`src/rtl/morra_pkg.sv`:
```
// -----------------------------------------------------------------------------
// morra_pkg
// Shared types for the MorraCinese match driver:
//   move_t    - hand move encoding on PRIMO/SECONDO and the host move pair
//   result_t  - referee MANCHE/PARTITA encoding (also used for "last winner")
//   state_t   - driver FSM states (exposed on the driver's debug port)
//   rotate_move() - next legal move when a winner tries to replay its move
// -----------------------------------------------------------------------------
package morra_pkg;

  typedef enum logic [1:0] {
    MV_NONE    = 2'b00,
    MV_SASSO   = 2'b01,
    MV_CARTA   = 2'b10,
    MV_FORBICE = 2'b11
  } move_t;

  typedef enum logic [1:0] {
    RES_VOID = 2'b00,
    RES_P1   = 2'b01,
    RES_P2   = 2'b10,
    RES_DRAW = 2'b11
  } result_t;

  typedef enum logic [2:0] {
    ST_IDLE,
    ST_CONFIG,
    ST_FETCH,
    ST_DRIVE,
    ST_RESULT,
    ST_CLOSE,
    ST_DONE
  } state_t;

  // Rotation order sasso -> carta -> forbice -> sasso; "no move" stays put.
  function automatic move_t rotate_move(input move_t m);
    case (m)
      MV_SASSO:   rotate_move = MV_CARTA;
      MV_CARTA:   rotate_move = MV_FORBICE;
      MV_FORBICE: rotate_move = MV_SASSO;
      default:    rotate_move = MV_NONE;
    endcase
  endfunction

endpackage

```
`src/rtl/morra_match_driver_if.sv`:
```
// -----------------------------------------------------------------------------
// morra_match_driver_if
// Bundles the host move handshake and the referee bus.
//   Host side : mv_valid, mv_ready, mv_p1, mv_p2
//   Referee   : PRIMO, SECONDO, INIZIA (driver -> referee), MANCHE, PARTITA
// Handshake: a move pair transfers on a rising edge where mv_valid && mv_ready
// are both 1. mv_ready never depends combinationally on mv_valid; the host must
// hold mv_p1/mv_p2 stable while mv_valid is 1 and not yet accepted.
// Modports: master = the match driver, slave = host/referee environment.
// -----------------------------------------------------------------------------
interface morra_match_driver_if;
  logic       mv_valid;
  logic       mv_ready;
  logic [1:0] mv_p1;
  logic [1:0] mv_p2;
  logic [1:0] PRIMO;
  logic [1:0] SECONDO;
  logic       INIZIA;
  logic [1:0] MANCHE;
  logic [1:0] PARTITA;

  modport master (
    input  mv_valid, mv_p1, mv_p2, MANCHE, PARTITA,
    output mv_ready, PRIMO, SECONDO, INIZIA
  );

  modport slave (
    output mv_valid, mv_p1, mv_p2, MANCHE, PARTITA,
    input  mv_ready, PRIMO, SECONDO, INIZIA
  );
endinterface

```
`src/rtl/morra_rule_guard.sv`:
```
// -----------------------------------------------------------------------------
// morra_rule_guard
// Combinational no-repeat rule: the winner of the previous manche may not play
// the move it won with; such a move is rotated to the next one.
// Ports:
//   last_win_i   result_t  previous manche winner (RES_P1/RES_P2, else none)
//   win_move_i   move_t    move the previous winner played
//   p1_i, p2_i   move_t    proposed pair
//   p1_o, p2_o   move_t    legal pair to drive
//   subst_p1_o, subst_p2_o  1 when the corresponding move was rotated
// -----------------------------------------------------------------------------
module morra_rule_guard
  import morra_pkg::*;
(
  input  result_t last_win_i,
  input  move_t   win_move_i,
  input  move_t   p1_i,
  input  move_t   p2_i,
  output move_t   p1_o,
  output move_t   p2_o,
  output logic    subst_p1_o,
  output logic    subst_p2_o
);

  assign subst_p1_o = (last_win_i == RES_P1) && (p1_i == win_move_i) && (p1_i != MV_NONE);
  assign subst_p2_o = (last_win_i == RES_P2) && (p2_i == win_move_i) && (p2_i != MV_NONE);

  assign p1_o = subst_p1_o ? rotate_move(p1_i) : p1_i;
  assign p2_o = subst_p2_o ? rotate_move(p2_i) : p2_i;

endmodule

```
`src/rtl/morra_match_driver.sv`:
```
// -----------------------------------------------------------------------------
// morra_match_driver
// Player-side initiator for the MorraCinese referee. Sends one configuration
// cycle (INIZIA with the match count on PRIMO/SECONDO), then plays manches from
// host move pairs until the configured number of matches is over, enforcing the
// no-repeat rule and keeping match tallies.
// Optional build macro: MORRA_AUTOPLAY_EN - moves come from an 8-bit LFSR
// (seed LFSR_SEED) instead of the host handshake; mv_ready stays 0.
// Ports:
//   clk, rst_n        clock, asynchronous active-low reset
//   start             session start pulse (honoured in IDLE only)
//   cfg_partite       matches per session, 0 treated as 1
//   bus               morra_match_driver_if.master (host handshake + referee)
//   busy, done        session active / session complete (done held until start)
//   wins_p1, wins_p2  matches won per player (saturating)
//   subst_cnt         moves rotated by the no-repeat rule (saturating)
//   state_o, manche_cnt_o, matches_played_o, last_win_o  debug observation
// -----------------------------------------------------------------------------
module morra_match_driver
  import morra_pkg::*;
#(
  parameter int MAX_MANCHE = 19,
  parameter int CNT_W      = 5
`ifdef MORRA_AUTOPLAY_EN
  , parameter logic [7:0] LFSR_SEED = 8'hA5
`endif
)(
  input  logic                  clk,
  input  logic                  rst_n,
  input  logic                  start,
  input  logic [3:0]            cfg_partite,
  morra_match_driver_if.master  bus,
  output logic                  busy,
  output logic                  done,
  output logic [CNT_W-1:0]      wins_p1,
  output logic [CNT_W-1:0]      wins_p2,
  output logic [CNT_W-1:0]      subst_cnt,
  output state_t                state_o,
  output logic [CNT_W-1:0]      manche_cnt_o,
  output logic [CNT_W-1:0]      matches_played_o,
  output result_t               last_win_o
);

  localparam logic [CNT_W-1:0] CNT_MAX      = '1;
  localparam logic [CNT_W-1:0] MANCHE_LIMIT = CNT_W'(MAX_MANCHE);

  function automatic logic [CNT_W-1:0] sat_inc(input logic [CNT_W-1:0] v);
    return (v == CNT_MAX) ? v : v + CNT_W'(1);
  endfunction

  state_t           state_q;
  move_t            primo_q, secondo_q, drv_p1_q, drv_p2_q, win_move_q;
  logic             inizia_q, mv_ready_q, busy_q, done_q;
  logic [CNT_W-1:0] wins_p1_q, wins_p2_q, subst_q, manche_q, played_q, cfg_q;
  result_t          last_win_q, partita_q;

  move_t            src_p1, src_p2, legal_p1, legal_p2;
  logic             subst_p1, subst_p2, xfer;
  result_t          manche_res, partita_res;
  logic [CNT_W-1:0] manche_d, played_d;
  logic             close_now, session_over;

`ifdef MORRA_AUTOPLAY_EN
  localparam logic READY_EN = 1'b0;
  logic [7:0] lfsr_q;

  // x^8+x^6+x^5+x^4+1, advanced once per drawn pair.
  always_ff @(posedge clk or negedge rst_n) begin
    if (!rst_n)    lfsr_q <= LFSR_SEED;
    else if (xfer) lfsr_q <= {lfsr_q[6:0], lfsr_q[7] ^ lfsr_q[5] ^ lfsr_q[4] ^ lfsr_q[3]};
  end

  assign xfer   = (state_q == ST_FETCH);
  assign src_p1 = (lfsr_q[1:0] == 2'b00) ? MV_SASSO : move_t'(lfsr_q[1:0]);
  assign src_p2 = (lfsr_q[3:2] == 2'b00) ? MV_SASSO : move_t'(lfsr_q[3:2]);
`else
  localparam logic READY_EN = 1'b1;

  assign xfer   = (state_q == ST_FETCH) && bus.mv_valid && mv_ready_q;
  assign src_p1 = move_t'(bus.mv_p1);
  assign src_p2 = move_t'(bus.mv_p2);
`endif

  morra_rule_guard u_guard (
    .last_win_i (last_win_q),
    .win_move_i (win_move_q),
    .p1_i       (src_p1),
    .p2_i       (src_p2),
    .p1_o       (legal_p1),
    .p2_o       (legal_p2),
    .subst_p1_o (subst_p1),
    .subst_p2_o (subst_p2)
  );

  assign manche_res   = result_t'(bus.MANCHE);
  assign partita_res  = result_t'(bus.PARTITA);
  // Void manches are not counted and never close a match.
  assign manche_d     = (manche_res != RES_VOID) ? sat_inc(manche_q) : manche_q;
  assign close_now    = (partita_res != RES_VOID) || (manche_d == MANCHE_LIMIT);
  assign played_d     = sat_inc(played_q);
  assign session_over = (played_d >= cfg_q);

  always_ff @(posedge clk or negedge rst_n) begin
    if (!rst_n) begin
      state_q    <= ST_IDLE;
      primo_q    <= MV_NONE;
      secondo_q  <= MV_NONE;
      drv_p1_q   <= MV_NONE;
      drv_p2_q   <= MV_NONE;
      win_move_q <= MV_NONE;
      inizia_q   <= 1'b0;
      mv_ready_q <= 1'b0;
      busy_q     <= 1'b0;
      done_q     <= 1'b0;
      wins_p1_q  <= '0;
      wins_p2_q  <= '0;
      subst_q    <= '0;
      manche_q   <= '0;
      played_q   <= '0;
      cfg_q      <= '0;
      last_win_q <= RES_VOID;
      partita_q  <= RES_VOID;
    end else begin
      case (state_q)
        ST_IDLE: begin
          if (start) begin
            state_q    <= ST_CONFIG;
            inizia_q   <= 1'b1;
            primo_q    <= move_t'(cfg_partite[3:2]);
            secondo_q  <= move_t'(cfg_partite[1:0]);
            cfg_q      <= (cfg_partite == 4'd0) ? CNT_W'(1) : CNT_W'(cfg_partite);
            wins_p1_q  <= '0;
            wins_p2_q  <= '0;
            subst_q    <= '0;
            manche_q   <= '0;
            played_q   <= '0;
            last_win_q <= RES_VOID;
            busy_q     <= 1'b1;
            done_q     <= 1'b0;
          end
        end
        ST_CONFIG: begin
          state_q    <= ST_FETCH;
          inizia_q   <= 1'b0;
          primo_q    <= MV_NONE;
          secondo_q  <= MV_NONE;
          mv_ready_q <= READY_EN;
        end
        ST_FETCH: begin
          if (xfer) begin
            state_q    <= ST_DRIVE;
            mv_ready_q <= 1'b0;
            primo_q    <= legal_p1;
            secondo_q  <= legal_p2;
            drv_p1_q   <= legal_p1;
            drv_p2_q   <= legal_p2;
            if (subst_p1 || subst_p2) subst_q <= sat_inc(subst_q);
          end
        end
        ST_DRIVE: begin
          state_q   <= ST_RESULT;
          primo_q   <= MV_NONE;
          secondo_q <= MV_NONE;
        end
        ST_RESULT: begin
          manche_q  <= manche_d;
          partita_q <= partita_res;
          case (manche_res)
            RES_P1: begin
              last_win_q <= RES_P1;
              win_move_q <= drv_p1_q;
            end
            RES_P2: begin
              last_win_q <= RES_P2;
              win_move_q <= drv_p2_q;
            end
            RES_DRAW: last_win_q <= RES_VOID;
            default: ;
          endcase
          if (close_now) begin
            state_q <= ST_CLOSE;
          end else begin
            state_q    <= ST_FETCH;
            mv_ready_q <= READY_EN;
          end
        end
        ST_CLOSE: begin
          played_q <= played_d;
          if (partita_q == RES_P1) wins_p1_q <= sat_inc(wins_p1_q);
          if (partita_q == RES_P2) wins_p2_q <= sat_inc(wins_p2_q);
          if (session_over) begin
            state_q <= ST_DONE;
            busy_q  <= 1'b0;
            done_q  <= 1'b1;
          end else begin
            // Next match starts without a new configuration cycle.
            state_q    <= ST_FETCH;
            manche_q   <= '0;
            last_win_q <= RES_VOID;
            mv_ready_q <= READY_EN;
          end
        end
        ST_DONE: state_q <= ST_IDLE;
        default: state_q <= ST_IDLE;
      endcase
    end
  end

  assign bus.PRIMO        = primo_q;
  assign bus.SECONDO      = secondo_q;
  assign bus.INIZIA       = inizia_q;
  assign bus.mv_ready     = mv_ready_q;
  assign busy             = busy_q;
  assign done             = done_q;
  assign wins_p1          = wins_p1_q;
  assign wins_p2          = wins_p2_q;
  assign subst_cnt        = subst_q;
  assign state_o          = state_q;
  assign manche_cnt_o     = manche_q;
  assign matches_played_o = played_q;
  assign last_win_o       = last_win_q;

endmodule

```
`src/flat_wrapper.sv`:
```
// flat-port wrapper written by rule: the top's interface ports become plain ports
module morra_match_driver_flat import morra_pkg::*;
#(
  parameter int MAX_MANCHE = 19,
  parameter int CNT_W      = 5

)
  (clk, rst_n, start, cfg_partite, busy, done, wins_p1, wins_p2, subst_cnt, state_o, manche_cnt_o, matches_played_o, last_win_o, bus_mv_valid, bus_mv_p1, bus_mv_p2, bus_MANCHE, bus_PARTITA, bus_mv_ready, bus_PRIMO, bus_SECONDO, bus_INIZIA);
  morra_match_driver_if bus_i ();
  input  logic clk;
  input  logic rst_n;
  input  logic start;
  input  logic [3:0] cfg_partite;
  output logic busy;
  output logic done;
  output logic [CNT_W-1:0] wins_p1;
  output logic [CNT_W-1:0] wins_p2;
  output logic [CNT_W-1:0] subst_cnt;
  output state_t state_o;
  output logic [CNT_W-1:0] manche_cnt_o;
  output logic [CNT_W-1:0] matches_played_o;
  output result_t last_win_o;
  input wire logic [$bits(bus_i.mv_valid)-1:0] bus_mv_valid;
  input wire logic [$bits(bus_i.mv_p1)-1:0] bus_mv_p1;
  input wire logic [$bits(bus_i.mv_p2)-1:0] bus_mv_p2;
  input wire logic [$bits(bus_i.MANCHE)-1:0] bus_MANCHE;
  input wire logic [$bits(bus_i.PARTITA)-1:0] bus_PARTITA;
  output wire logic [$bits(bus_i.mv_ready)-1:0] bus_mv_ready;
  output wire logic [$bits(bus_i.PRIMO)-1:0] bus_PRIMO;
  output wire logic [$bits(bus_i.SECONDO)-1:0] bus_SECONDO;
  output wire logic [$bits(bus_i.INIZIA)-1:0] bus_INIZIA;
  assign bus_i.mv_valid = bus_mv_valid;
  assign bus_i.mv_p1 = bus_mv_p1;
  assign bus_i.mv_p2 = bus_mv_p2;
  assign bus_i.MANCHE = bus_MANCHE;
  assign bus_i.PARTITA = bus_PARTITA;
  assign bus_mv_ready = bus_i.mv_ready;
  assign bus_PRIMO = bus_i.PRIMO;
  assign bus_SECONDO = bus_i.SECONDO;
  assign bus_INIZIA = bus_i.INIZIA;
  morra_match_driver #(.MAX_MANCHE(MAX_MANCHE), .CNT_W(CNT_W)) u_core (.clk(clk), .rst_n(rst_n), .start(start), .cfg_partite(cfg_partite), .bus(bus_i), .busy(busy), .done(done), .wins_p1(wins_p1), .wins_p2(wins_p2), .subst_cnt(subst_cnt), .state_o(state_o), .manche_cnt_o(manche_cnt_o), .matches_played_o(matches_played_o), .last_win_o(last_win_o));
endmodule
```
`config.mk`:
```
export PLATFORM = sky130hd
export DESIGN_NAME = morra_match_driver_flat
export DESIGN_NICKNAME = d
export VERILOG_FILES = /design/src/rtl/morra_pkg.sv /design/src/rtl/morra_match_driver_if.sv /design/src/rtl/morra_rule_guard.sv /design/src/rtl/morra_match_driver.sv /design/src/flat_wrapper.sv
export SDC_FILE = /design/constraint.sdc
export NUM_CORES = 1
export LEC_CHECK = 0
export CAP_MARGIN = 20
export CORE_UTILIZATION = 52
export DETAILED_ROUTE_END_ITERATION = 8
export GPL_ROUTABILITY_DRIVEN = 1
export HOLD_SLACK_MARGIN = 0.1
export PLACE_DENSITY = 0.83
export SYNTH_ARGS = -nofsm -noshare
export SYNTH_HDL_FRONTEND = slang
export SYNTH_HIERARCHICAL = 1
export SYNTH_SLANG_ARGS = --single-unit
```
`constraint.sdc`:
```
create_clock -name clk -period 3.6 [get_ports clk]
set_clock_uncertainty 0.2 [all_clocks]
set_input_delay 0.36 -clock clk [delete_from_list [all_inputs] [get_ports clk]]
set_output_delay 0.36 -clock clk [all_outputs]
set_load 0.02 [all_outputs]
```
==> flow_summary.ini <==
[sta]
worst_pin_slew_ns = 0.718
setup_violations = 0
fmax_mhz = 308
tns_ns = 0
period_minus_slack_ns = 3.25
period_share_pct = 90.3
hold_viol = 0
maxSlewHeadroom_pct = 51.9
rsz0062_at_grt = false
fin_worst_hold_slack_ns = 0.316
final-max-slew-violation-count = 0

[finish]
finalNonFillerCells = 430
antenna_cells = 0
multi_input_area_mm2 = 0.00154
area_delta_synth_final_pct = 24.6
register_area_mm2 = 0.00125
drive_gt1_share_pct = 7.22
nNetsFinal = 393
fillers = 434

[routing]
via_per_inst = 5.62
dr.pass1.iters = 4
wl_per_cell_um = 14.7
final_antenna_net_count = 0
drc = 0
vias = 2417
wl_um = 6330
drtIter0Drc = 119

[floorplanning]
die_w_um = 76.7
dieArea_mm2 = 0.00588
pin_count = 54
core_mm2 = 0.00524
rows = 26
initial_core_util_pct = 55.4
die_h_um = 76.7

[cts]
clk_latency_ns = 0.31
cts.sinks = 50
cts.hold.buffers_added = 1
clk_path_buf_depth = 2
numCtsBuffers = 5
cts_root_buf = clkbuf_8
cts_tree = built
htree_levels = 2
postCtsResizedCells = 0
clk_pin_slew_worst_paths_ns = 0.09
post_cts_buffers = 0

[run_status]
status = finished clean

[pwr]
p_per_area_mw_per_mm2 = 725
p_leak_nw = 1.62
vdd_drop_max_uv = 409
power.total_mw = 2.62

[synthesis]
synth_area_leaders = dfrtp_1 43%, ha_1 7.8%, nand2_1 4.7%
synth_cells = 306
ys_async_sr_fraction_pct = 100
post-synth-top-count-cell = dfrtp_1
yosysTopAreaCell = dfrtp_1
syn-num-nets = 340
ys.flop_type = dfrtp_1
synthDominantCellAreaShare_pct = 43.2
synth-edff-count = 0
syn_avg_cell_area_um2 = 9.47
yosys_warnings = 6
synthTopCellsByCount = 50 x dfrtp_1, 36 x nand2_1, 28 x nor2_1, 19 x o21ai_0, 18 x ha_1
synth_area_mm2 = 0.00290
synth-seq-area-share_pct = 43.2
ys_ff_latch = 50
synthDistinctLibCells = 53

[global_route]
antenna_found_initial = 0
grt_pass1_vias = 2314
grt_usage_pct = 23.0
grt_pass1_wl_um = 10800
grt_max_degree = 51
gr-total-overflow = 0

[worst_setup_path]
cp-end-kind = register
path_max_fanout = 7
criticalPathCategory = reg2reg
required_ns = 3.57
arrival_ns = 3.22
worstSetupStartpointType = register

[hold_path]
worstHoldPathType = reg2reg

[flow_run]
maxCapViolCount = 0

[placed_design]
dp_hpwl_um = 4670
dp.cells = 420
io_buffers = 53
place.gp.congestion = 0.829
==> flip-flops by register name (all words and copies together) (netlist names) <==
signal	count
u_core/bus.INIZIA	1
u_core/wins_p2	5
u_core/done	1
u_core/matches_played_o	5
u_core/subst_cnt	5
u_core/win_move_q	2
u_core/busy	1
u_core/cfg_q	4
u_core/drv_p1_q	2
u_core/bus.mv_ready	1
u_core/wins_p1	5
u_core/drv_p2_q	2
u_core/partita_q	2
u_core/state_o	3
u_core/bus.PRIMO	2
u_core/last_win_o	2
u_core/bus.SECONDO	2
u_core/manche_cnt_o	5
==> where the power goes <==
part	internal, mW	switching, mW	leakage [nW]	total, mW
logic	0.573	0.638	0.935	1.21
clock network	0.208	0.189	0.0514	0.396
registers	0.763	0.247	0.635	1.01
total	1.54	1.07	1.62	2.62
==> per-stage QoR <==
step	setup WS, ns	instance area (um^2)	utilization (%)
after global routing	0.169	3610	69.0
after floorplan	0.697	2900	-
after global placement	0.559	3470	66.3
final	0.348	3610	69.0
after CTS	0.397	3590	68.6
after detailed placement	0.414	3470	66.3
==> final timing paths <==
kind / start / to / slack, ns / cells after the start
worst max-delay path: u_core/matches_played_o[0] / u_core/last_win_o[1] / 0.35 / 9
worst min-delay path: u_core/drv_p2_q[0] / u_core/drv_p2_q[0] / 0.32 / 1
worst max register to register: u_core/matches_played_o[0] / u_core/last_win_o[1] / 0.35 / 9
worst min register to register: u_core/drv_p2_q[0] / u_core/drv_p2_q[0] / 0.32 / 1
max in group asynchronous: rst_n / u_core/manche_cnt_o[2] / 2.34 / 3
min in group asynchronous: rst_n / u_core/subst_cnt[2] / 0.33 / 2
==> routing by layer <==
metal / wire length (um) / share of wire [%] / GRT usage, % / vias up
met2: 2970 / 47 / 37.7 / 58
met3: 288 / 4.5 / 3.81 / 6
met5: 0 / 0 / 0 / -
li1: - / - / - / 1201
met1: 3020 / 48 / 31.3 / 1152
met4: 62 / 0.98 / 6.54 / 0
==> final cells by class <==
class | count | area share [%]
Timing Repair Buffer | 56 | 15.6
Clock inverter | 2 | 1.04
Sequential cell | 50 | 34.6
Clock buffer | 6 | 2.01
Multi-Input combinational cell | 229 | 42.6
Inverter | 17 | 1.77
Tap cell | 70 | 2.42
==> worst max-delay path, cell delays in order, from the launching register on <==
cell      delay, ns
dfrtp_1        0.45
ha_1           0.25
and3_1         0.22
nand2_1        0.18
mux2_2         0.38
ha_1           0.30
a211oi_1       0.23
o21ai_1        0.19
a211oi_2       0.55
o221ai_1       0.17
==> cell families (layout without fill, tap and decap cells) <==
kind of cell	count (synthesis)	after routing	share of synthesized area, %
adders and majority gates	18	18	7.77
buffers and inverters	27	81	3.80
AOI/OAI and AO/OA	74	74	17.0
and+or+nand+nor	115	115	20.8
DFF	50	50	43.2
muxes	8	8	3.02
xor gates and xnor gates	14	14	4.49
==> cell usage in the layout (no fill, tap or decap), drive strengths merged, types with 2 or more instances in the layout <==
cell and count:
mux2i 2, ha 18, o21a 3, nand2 36
a22oi 4, xnor2 5, nor2 29, a2bb2oi 2
nand4 2, nand2b 4, a22o 8, nand4b 2
o21ai 21, a31oi 3, buf 3, a211oi 4
o21bai 3, and3 9, a21oi 15, o211ai 3
clkbuf 6, nor3b 2, dfrtp 50, nor4b 3
nor4 2, nand3 13, nor2b 2, mux2 6
nor3 2, xor2 9, clkdlybuf4s50 52, or3 2
o41ai 2, inv 17
No activity file was read; power rests on OpenSTA's default activity.
